--- config.mk ---
export PLATFORM = sky130hd
export DESIGN_NAME = bist_engine
export DESIGN_NICKNAME = d
export VERILOG_FILES = /design/src/rtl/bist_pkg.sv /design/src/rtl/bist_misr.sv /design/src/rtl/bist_engine.sv
export SDC_FILE = /design/constraint.sdc
export NUM_CORES = 1
export LEC_CHECK = 0
export ABC_CLOCK_PERIOD_IN_PS = 1650
export BUFFER_PORTS_ARGS = -buffer_cell sky130_fd_sc_hd__buf_2
export CORE_UTILIZATION = 40
export CTS_BUF_LIST = sky130_fd_sc_hd__clkbuf_16
export DETAILED_ROUTE_END_ITERATION = 6
export PLACE_DENSITY = 0.72
export SYNTH_ARGS = -nofsm -noshare
export SYNTH_HDL_FRONTEND = slang
export SYNTH_HIERARCHICAL = 1
export SYNTH_SLANG_ARGS = --single-unit
export TNS_END_PERCENT = 10
--- constraint.sdc ---
create_clock -name clock -period 1.65 [get_ports clock]
set_input_delay 0.33 -clock clock [delete_from_list [all_inputs] [get_ports clock]]
set_output_delay 0.33 -clock clock [all_outputs]
set_load 0.03 [all_outputs]
--- src/rtl/bist_pkg.sv ---
// Shared types and helpers for the BIST engine: FSM state encoding, default
// tap masks and the generic Fibonacci LFSR step used by bist_engine.
package bist_pkg;

    typedef enum logic [2:0] {
        IDLE,
        INIT,
        SHIFT_IN,
        RUN,
        SHIFT_OUT,
        DONE
    } state_t;

    // Widest LFSR that lfsr_next can step; narrower callers zero-extend.
    localparam int LFSR_MAX_BITS = 32;

    localparam logic [3:0]  TAPS_4  = 4'b1100;
    localparam logic [7:0]  TAPS_8  = 8'hB8;
    localparam logic [15:0] TAPS_16 = 16'hB400;
    localparam logic [31:0] TAPS_32 = 32'h8020_0003;

    // Shift left and feed the parity of the tapped bits into bit 0; the caller
    // truncates the result back to its own width.
    function automatic logic [LFSR_MAX_BITS-1:0] lfsr_next(
        input logic [LFSR_MAX_BITS-1:0] state,
        input logic [LFSR_MAX_BITS-1:0] taps
    );
        return {state[LFSR_MAX_BITS-2:0], ^(state & taps)};
    endfunction

endpackage

--- src/rtl/bist_misr.sv ---
// Multiple-input signature register: Fibonacci feedback over MISR_TAPS with the
// parallel input vector folded in on every enabled cycle.
module bist_misr
    import bist_pkg::*;
#(
    parameter int                   MISR_BITS = 16,
    parameter logic [MISR_BITS-1:0] MISR_TAPS = TAPS_16
) (
    input  logic                 clock,
    input  logic                 reset,
    input  logic                 clear,
    input  logic                 enable,
    input  logic [MISR_BITS-1:0] v,
    output logic [MISR_BITS-1:0] signature
);

    logic [MISR_BITS-1:0] sig;

    // NOTE: sequential state is written only with <= so every register sees the
    // pre-edge values of its neighbours, exactly as the flops do in silicon.
    always_ff @(posedge clock) begin
        if (reset || clear) begin
            sig <= '0;
        end else if (enable) begin
            sig <= {sig[MISR_BITS-2:0], ^(sig & MISR_TAPS)} ^ v;
        end
    end

    assign signature = sig;

endmodule

--- src/rtl/bist_engine.sv ---
// Self-contained BIST engine: LFSR stimulus, scan-in/run/scan-out sequencing and
// MISR compaction with golden-signature compare. Define BIST_ABORT_EN for abort.
module bist_engine
    import bist_pkg::*;
#(
    parameter int                   PAT_BITS        = 4,
    parameter int                   RESP_BITS       = 4,
    parameter int                   MISR_BITS       = 16,
    parameter logic [PAT_BITS-1:0]  LFSR_TAPS       = TAPS_4,
    parameter logic [PAT_BITS-1:0]  LFSR_SEED       = 4'b0001,
    parameter logic [MISR_BITS-1:0] MISR_TAPS       = TAPS_16,
    parameter int                   SCAN_LEN        = 8,
    parameter int                   PAT_COUNT       = 255,
    parameter logic [MISR_BITS-1:0] SIGNATURE_VALID = '0
) (
    input  logic                 clock,
    input  logic                 reset,
    input  logic                 bist_start,
`ifdef BIST_ABORT_EN
    input  logic                 bist_abort,
`endif
    input  logic [PAT_BITS-1:0]  func_in,
    output logic [PAT_BITS-1:0]  pat_o,
    output logic                 cut_reset_o,
    output logic                 scan_en_o,
    output logic                 scan_in_o,
    input  logic                 scan_out_i,
    input  logic [RESP_BITS-1:0] resp_i,
    output logic                 bist_busy,
    output logic                 bist_end,
    output logic                 pass_fail,
    output logic [MISR_BITS-1:0] signature_o
);

    localparam int CNT_MAX = (SCAN_LEN > PAT_COUNT) ? SCAN_LEN : PAT_COUNT;
    localparam int CNT_W   = $clog2(CNT_MAX + 1);

    localparam logic [CNT_W-1:0]    SCAN_LAST = CNT_W'(SCAN_LEN - 1);
    localparam logic [CNT_W-1:0]    RUN_LAST  = CNT_W'(PAT_COUNT - 1);
    // An all-zero seed would lock the LFSR, so it is forced to 1.
    localparam logic [PAT_BITS-1:0] SEED      = (LFSR_SEED == '0) ? PAT_BITS'(1) : LFSR_SEED;

    state_t               state;
    state_t               state_nxt;
    logic [CNT_W-1:0]     cnt;
    logic [PAT_BITS-1:0]  lfsr;
    logic                 start_q;
    logic                 busy;
    logic                 advance;
    logic                 last;
    logic                 abort_hit;
    logic                 misr_clear;
    logic                 misr_enable;
    logic [MISR_BITS-1:0] misr_v;

    assign busy    = (state == INIT) || advance;
    assign advance = (state == SHIFT_IN) || (state == RUN) || (state == SHIFT_OUT);

`ifdef BIST_ABORT_EN
    assign abort_hit = bist_abort && busy;
`else
    assign abort_hit = 1'b0;
`endif

    // NOTE: every variable assigned in always_comb gets a default first, so no
    // path can leave it unassigned and infer a latch.
    always_comb begin
        last = 1'b0;
        case (state)
            SHIFT_IN, SHIFT_OUT: last = (cnt == SCAN_LAST);
            RUN:                 last = (cnt == RUN_LAST);
            default:             last = 1'b0;
        endcase
    end

    always_comb begin
        state_nxt = state;
        case (state)
            IDLE:      if (start_q) state_nxt = INIT;
            INIT:      state_nxt = SHIFT_IN;
            SHIFT_IN:  if (last) state_nxt = RUN;
            RUN:       if (last) state_nxt = SHIFT_OUT;
            SHIFT_OUT: if (last) state_nxt = DONE;
            DONE:      if (start_q) state_nxt = INIT;
            default:   state_nxt = IDLE;
        endcase
        if (abort_hit) begin
            state_nxt = IDLE;
        end
    end

    // The start request is registered, so a run begins two edges after the
    // request is first sampled; while busy the FSM never looks at it.
    always_ff @(posedge clock) begin
        if (reset) begin
            state   <= IDLE;
            cnt     <= '0;
            lfsr    <= SEED;
            start_q <= 1'b0;
        end else begin
            start_q <= bist_start;
            state   <= state_nxt;

            if (state_nxt != state) begin
                cnt <= '0;
            end else if (advance) begin
                cnt <= cnt + 1'b1;
            end

            if (abort_hit || (state == INIT)) begin
                lfsr <= SEED;
            end else if (advance) begin
                lfsr <= PAT_BITS'(lfsr_next(LFSR_MAX_BITS'(lfsr), LFSR_MAX_BITS'(LFSR_TAPS)));
            end
        end
    end

    assign misr_clear  = (state == INIT) || abort_hit;
    assign misr_enable = advance;
    assign misr_v      = MISR_BITS'({scan_out_i, resp_i});

    bist_misr #(
        .MISR_BITS (MISR_BITS),
        .MISR_TAPS (MISR_TAPS)
    ) u_misr (
        .clock     (clock),
        .reset     (reset),
        .clear     (misr_clear),
        .enable    (misr_enable),
        .v         (misr_v),
        .signature (signature_o)
    );

    assign pat_o       = busy ? lfsr : func_in;
    assign scan_in_o   = lfsr[PAT_BITS-1];
    assign scan_en_o   = (state == SHIFT_IN) || (state == SHIFT_OUT);
    assign cut_reset_o = reset || (state == INIT) || abort_hit;
    assign bist_busy   = busy;
    assign bist_end    = (state == DONE);
    assign pass_fail   = bist_end && (signature_o == SIGNATURE_VALID);

endmodule

==> impl_metrics.tcl <==
set metrics [dict create \
    run_status "finished with violations" \
    failed_checks "setup timing" \
    asyncSetResetFlopFracSynth_pct 0 \
    routed.top_layer "met4" \
    placement.io_buffers 37 \
    die_h_microns 66.7 \
    min_path_type "input pin to flip-flop" \
    starting_density_pct 41.9 \
    wl_met1_microns 1700 \
    dp.cells 290 \
    placeableCoreArea_sq_mm 0.00400 \
    worst-path-max-fanout 5 \
    cts.clk_slew.worst_paths_ps 50 \
    largest_vdd_supply_drop_uv 581 \
    critPathTopFamily "simple AND/OR/NAND/NOR gates" \
    dieArea_sq_mm 0.00445 \
    overall_track_demand_over_capacity_in_global_routing_pct 18.0 \
    grt_setup_unrepaired "true" \
    syn_to_final_growth_pct 40.7 \
    cts_made_buffers 5 \
    timing.critical_path.slowest_stage_cell "sky130_fd_sc_hd__dfxtp_4" \
    cts_buffer_depth 2 \
    synth_area_per_cell_sq_um 9.00 \
    drive_above_1_share_pct 35.2 \
    min_period_ps 1970 \
    drv_cap 0 \
    gp_congestion 0.750 \
    crit_path_frequent_cell "sky130_fd_sc_hd__nor2_4" \
    worst-setup-path-type "flip-flop to output pin" \
    timing.slew.headroom_pct 61.0 \
    yosys.cell_count.top_type "sky130_fd_sc_hd__dfxtp_1" \
    antennaDiodeCount 0 \
    std_cell_rows 23 \
    utilization_pct 58.9 \
    worstSetupStartpointType "flip-flop" \
    finalSetupViolations 8 \
    final_hold_violation_count 0 \
    skew_ps 5.78 \
    maximum_number_of_pins_on_one_net_before_global_route_repair 25 \
    final_min_period_over_clock_period_pct 120 \
    antenna_left 0 \
    cp_data_arrival_time_ps 1640 \
    cp.depth 6 \
    timing_max_transition_violations_final 0 \
    cts-htree-levels 2 \
    clk_lat_worst_skew_ps 280 \
    syn-cell-area_sq_mm 0.00167 \
    area_fraction_of_the_dominant_cell_type_after_synthesis_pct 38.3 \
    synthTopCellsByCount "sky130_fd_sc_hd__dfxtp_1, sky130_fd_sc_hd__nor2_1, sky130_fd_sc_hd__xnor2_1" \
    post-route-drc-count 0 \
    most_frequently_used_flop_master_after_synthesis "sky130_fd_sc_hd__dfxtp_1" \
    io-pin-count 38 \
    floorplan.die.width_microns 66.7 \
    tritoncts "built" \
    num-nets-final 265 \
    first_global_vias 1318 \
    cts.root.buffer_cell "sky130_fd_sc_hd__clkbuf_16" \
    hpwlAfterDp_microns 2680 \
    cp_data_required_time_ps 1320 \
    postLayoutCellArea_sq_mm 0.00236 \
    post-synth-top-area-cell "sky130_fd_sc_hd__dfxtp_1" \
    worst_hold_path_depth 2 \
    cp_cell_sequence "nor2b_4 > nor2_4 > inv_4 > nor2_4 > mux2_4 > buf_6" \
    grt_first_pass_wirelength_microns 5940 \
    synthTopCellsByArea "sky130_fd_sc_hd__dfxtp_1, sky130_fd_sc_hd__xnor2_1, sky130_fd_sc_hd__a211oi_1, sky130_fd_sc_hd__nor2_1, sky130_fd_sc_hd__nand2_1" \
    route.detailed.wl_per_inst_microns 12.4 \
    stdcell_count 303 \
    netlist-cell-type-count 45 \
    timing.reg2reg.worst_path_depth 8 \
    max_freq_mhz 507 \
    detailroute.wirelength.met3_microns 133 \
    cellPowerDensity_mw_per_mm2 918 \
    post_synth_edffs 0 \
    leakagePower_nw 0.975 \
    grt_antenna_before_repair 0 \
    seq_area_frac_synth_pct 38.3 \
    postSynthRegisterBits 32 \
    worst_slack_ps -322 \
    dr.pass1.iters 4 \
    max_stage_delay_ps 360 \
    worst_setup_path_end_kind "output pin" \
    cp.buffers_inverters 2 \
    overflow_after_grt 0 \
    met2_length_microns 1860 \
    synth_warnings 6 \
    worstMarginPinSlew_ps 579 \
    via_count_of_the_routed_design 1497 \
    drt_first_iter_violations 65 \
    via_per_inst 4.94 \
    final.hold.worst_slack_ps 281 \
    detailed_place.area_sq_mm 0.00206 \
    wirelength_microns 3750 \
    netlist_instances 186 \
    number_of_sinks_driven_by_the_clock_tree 32 \
]
-- placed cells by master, fill, tap and decap left out, drive strengths merged, types with 2 or more instances in the layout --
| master | Yosys | routed |
|---|---|---|
| a211oi | 17 | 17 |
| a21oi | 7 | 7 |
| a31oi | 3 | 3 |
| buf | 4 | 58 |
| clkbuf | 5 | 5 |
| conb | 1 | 11 |
| dfxtp | 32 | 32 |
| inv | 3 | 4 |
| mux2 | 4 | 4 |
| nand2 | 14 | 14 |
| nand3 | 3 | 3 |
| nand4 | 2 | 2 |
| nor2 | 30 | 30 |
| nor2b | 4 | 4 |
| nor3b | 2 | 2 |
| nor4 | 6 | 6 |
| o2111ai | 2 | 2 |
| o21ai | 2 | 2 |
| or2 | 2 | 2 |
| or3 | 2 | 2 |
| or3b | 2 | 2 |
| xnor2 | 19 | 19 |
| xor2 | 6 | 6 |
-- per-layer routing --
| layer | vias up | global-route usage [%] |
|---|---|---|
| met1 | 690 | 22.1 |
| met2 | 30 | 28.9 |
| met5 | - | 0 |
| met4 | 0 | 7.18 |
| met3 | 7 | 5.65 |
| li1 | 770 | - |
-- final timing paths --
kind	startpoint	end	slack (ps)
setup / recovery	state[1]$_SDFF_PP0_	pat_o[3]	-320
hold / removal	bist_start	start_q$_SDFF_PP0_	280
setup reg to reg	state[2]$_SDFF_PP0_	u_misr/signature[0]$_SDFFE_PP0P_	20
hold reg to reg	lfsr[0]$_SDFFE_PP1P_	lfsr[1]$_SDFFE_PP0P_	480
-- metrics by stage --
stage | setup WS [ps] | power [mW] | TNS (ps)
2_1_floorplan | -50.2 | 1.15 | -201
3_3_place_gp | -22.8 | 1.25 | -81.1
3_5_place_dp | -84.2 | 1.26 | -1010
4_1_cts | -322 | 2.15 | -1940
5_1_grt | -375 | 2.27 | -2620
6_report | -322 | 2.16 | -1900
-- timing repair --
| item | in CTS | in global routing |
|---|---|---|
| resized for setup | 15 | 21 |
| pin swaps | 2 | 9 |
| hold buffers | 0 | 0 |
| setup endpoints to repair | 29 | 29 |
| gates cloned | 0 | 0 |
| setup buffers | 1 | 4 |
-- cell families after synthesis --
logic type,after synthesis,share of synthesized area [%]
flops,32,38.3
fa+ha+maj,1,0.747
mux,4,2.69
other cells,1,0.224
simple gates,76,25.1
xor+xnor,26,14.4
compound gates,34,15.0
buf+inv,12,3.51
-- power by group --
part,switching [mW],leakage (nW),total [mW],internal [mW]
registers,0.0409,0.262,0.848,0.807
logic,0.241,0.644,0.441,0.200
clock network,0.327,0.0687,0.874,0.547
total,0.609,0.975,2.16,1.55
-- layout make-up --
class	instances	area, sq um
clock inverters	3	15.0
multi-input cells	152	1070
flip-flops and latches	32	649
inverters	3	13.8
well taps	50	62.6
clock buffers	5	125
repair buffers	58	418
fillers	341	1640
-- sequential cells by signal (all words and copies together), names as in the netlist --
name / cells
start_q: 1
lfsr: 4
cnt: 8
state: 3
u_misr/signature: 16
Power figures use the tool's default switching activity.
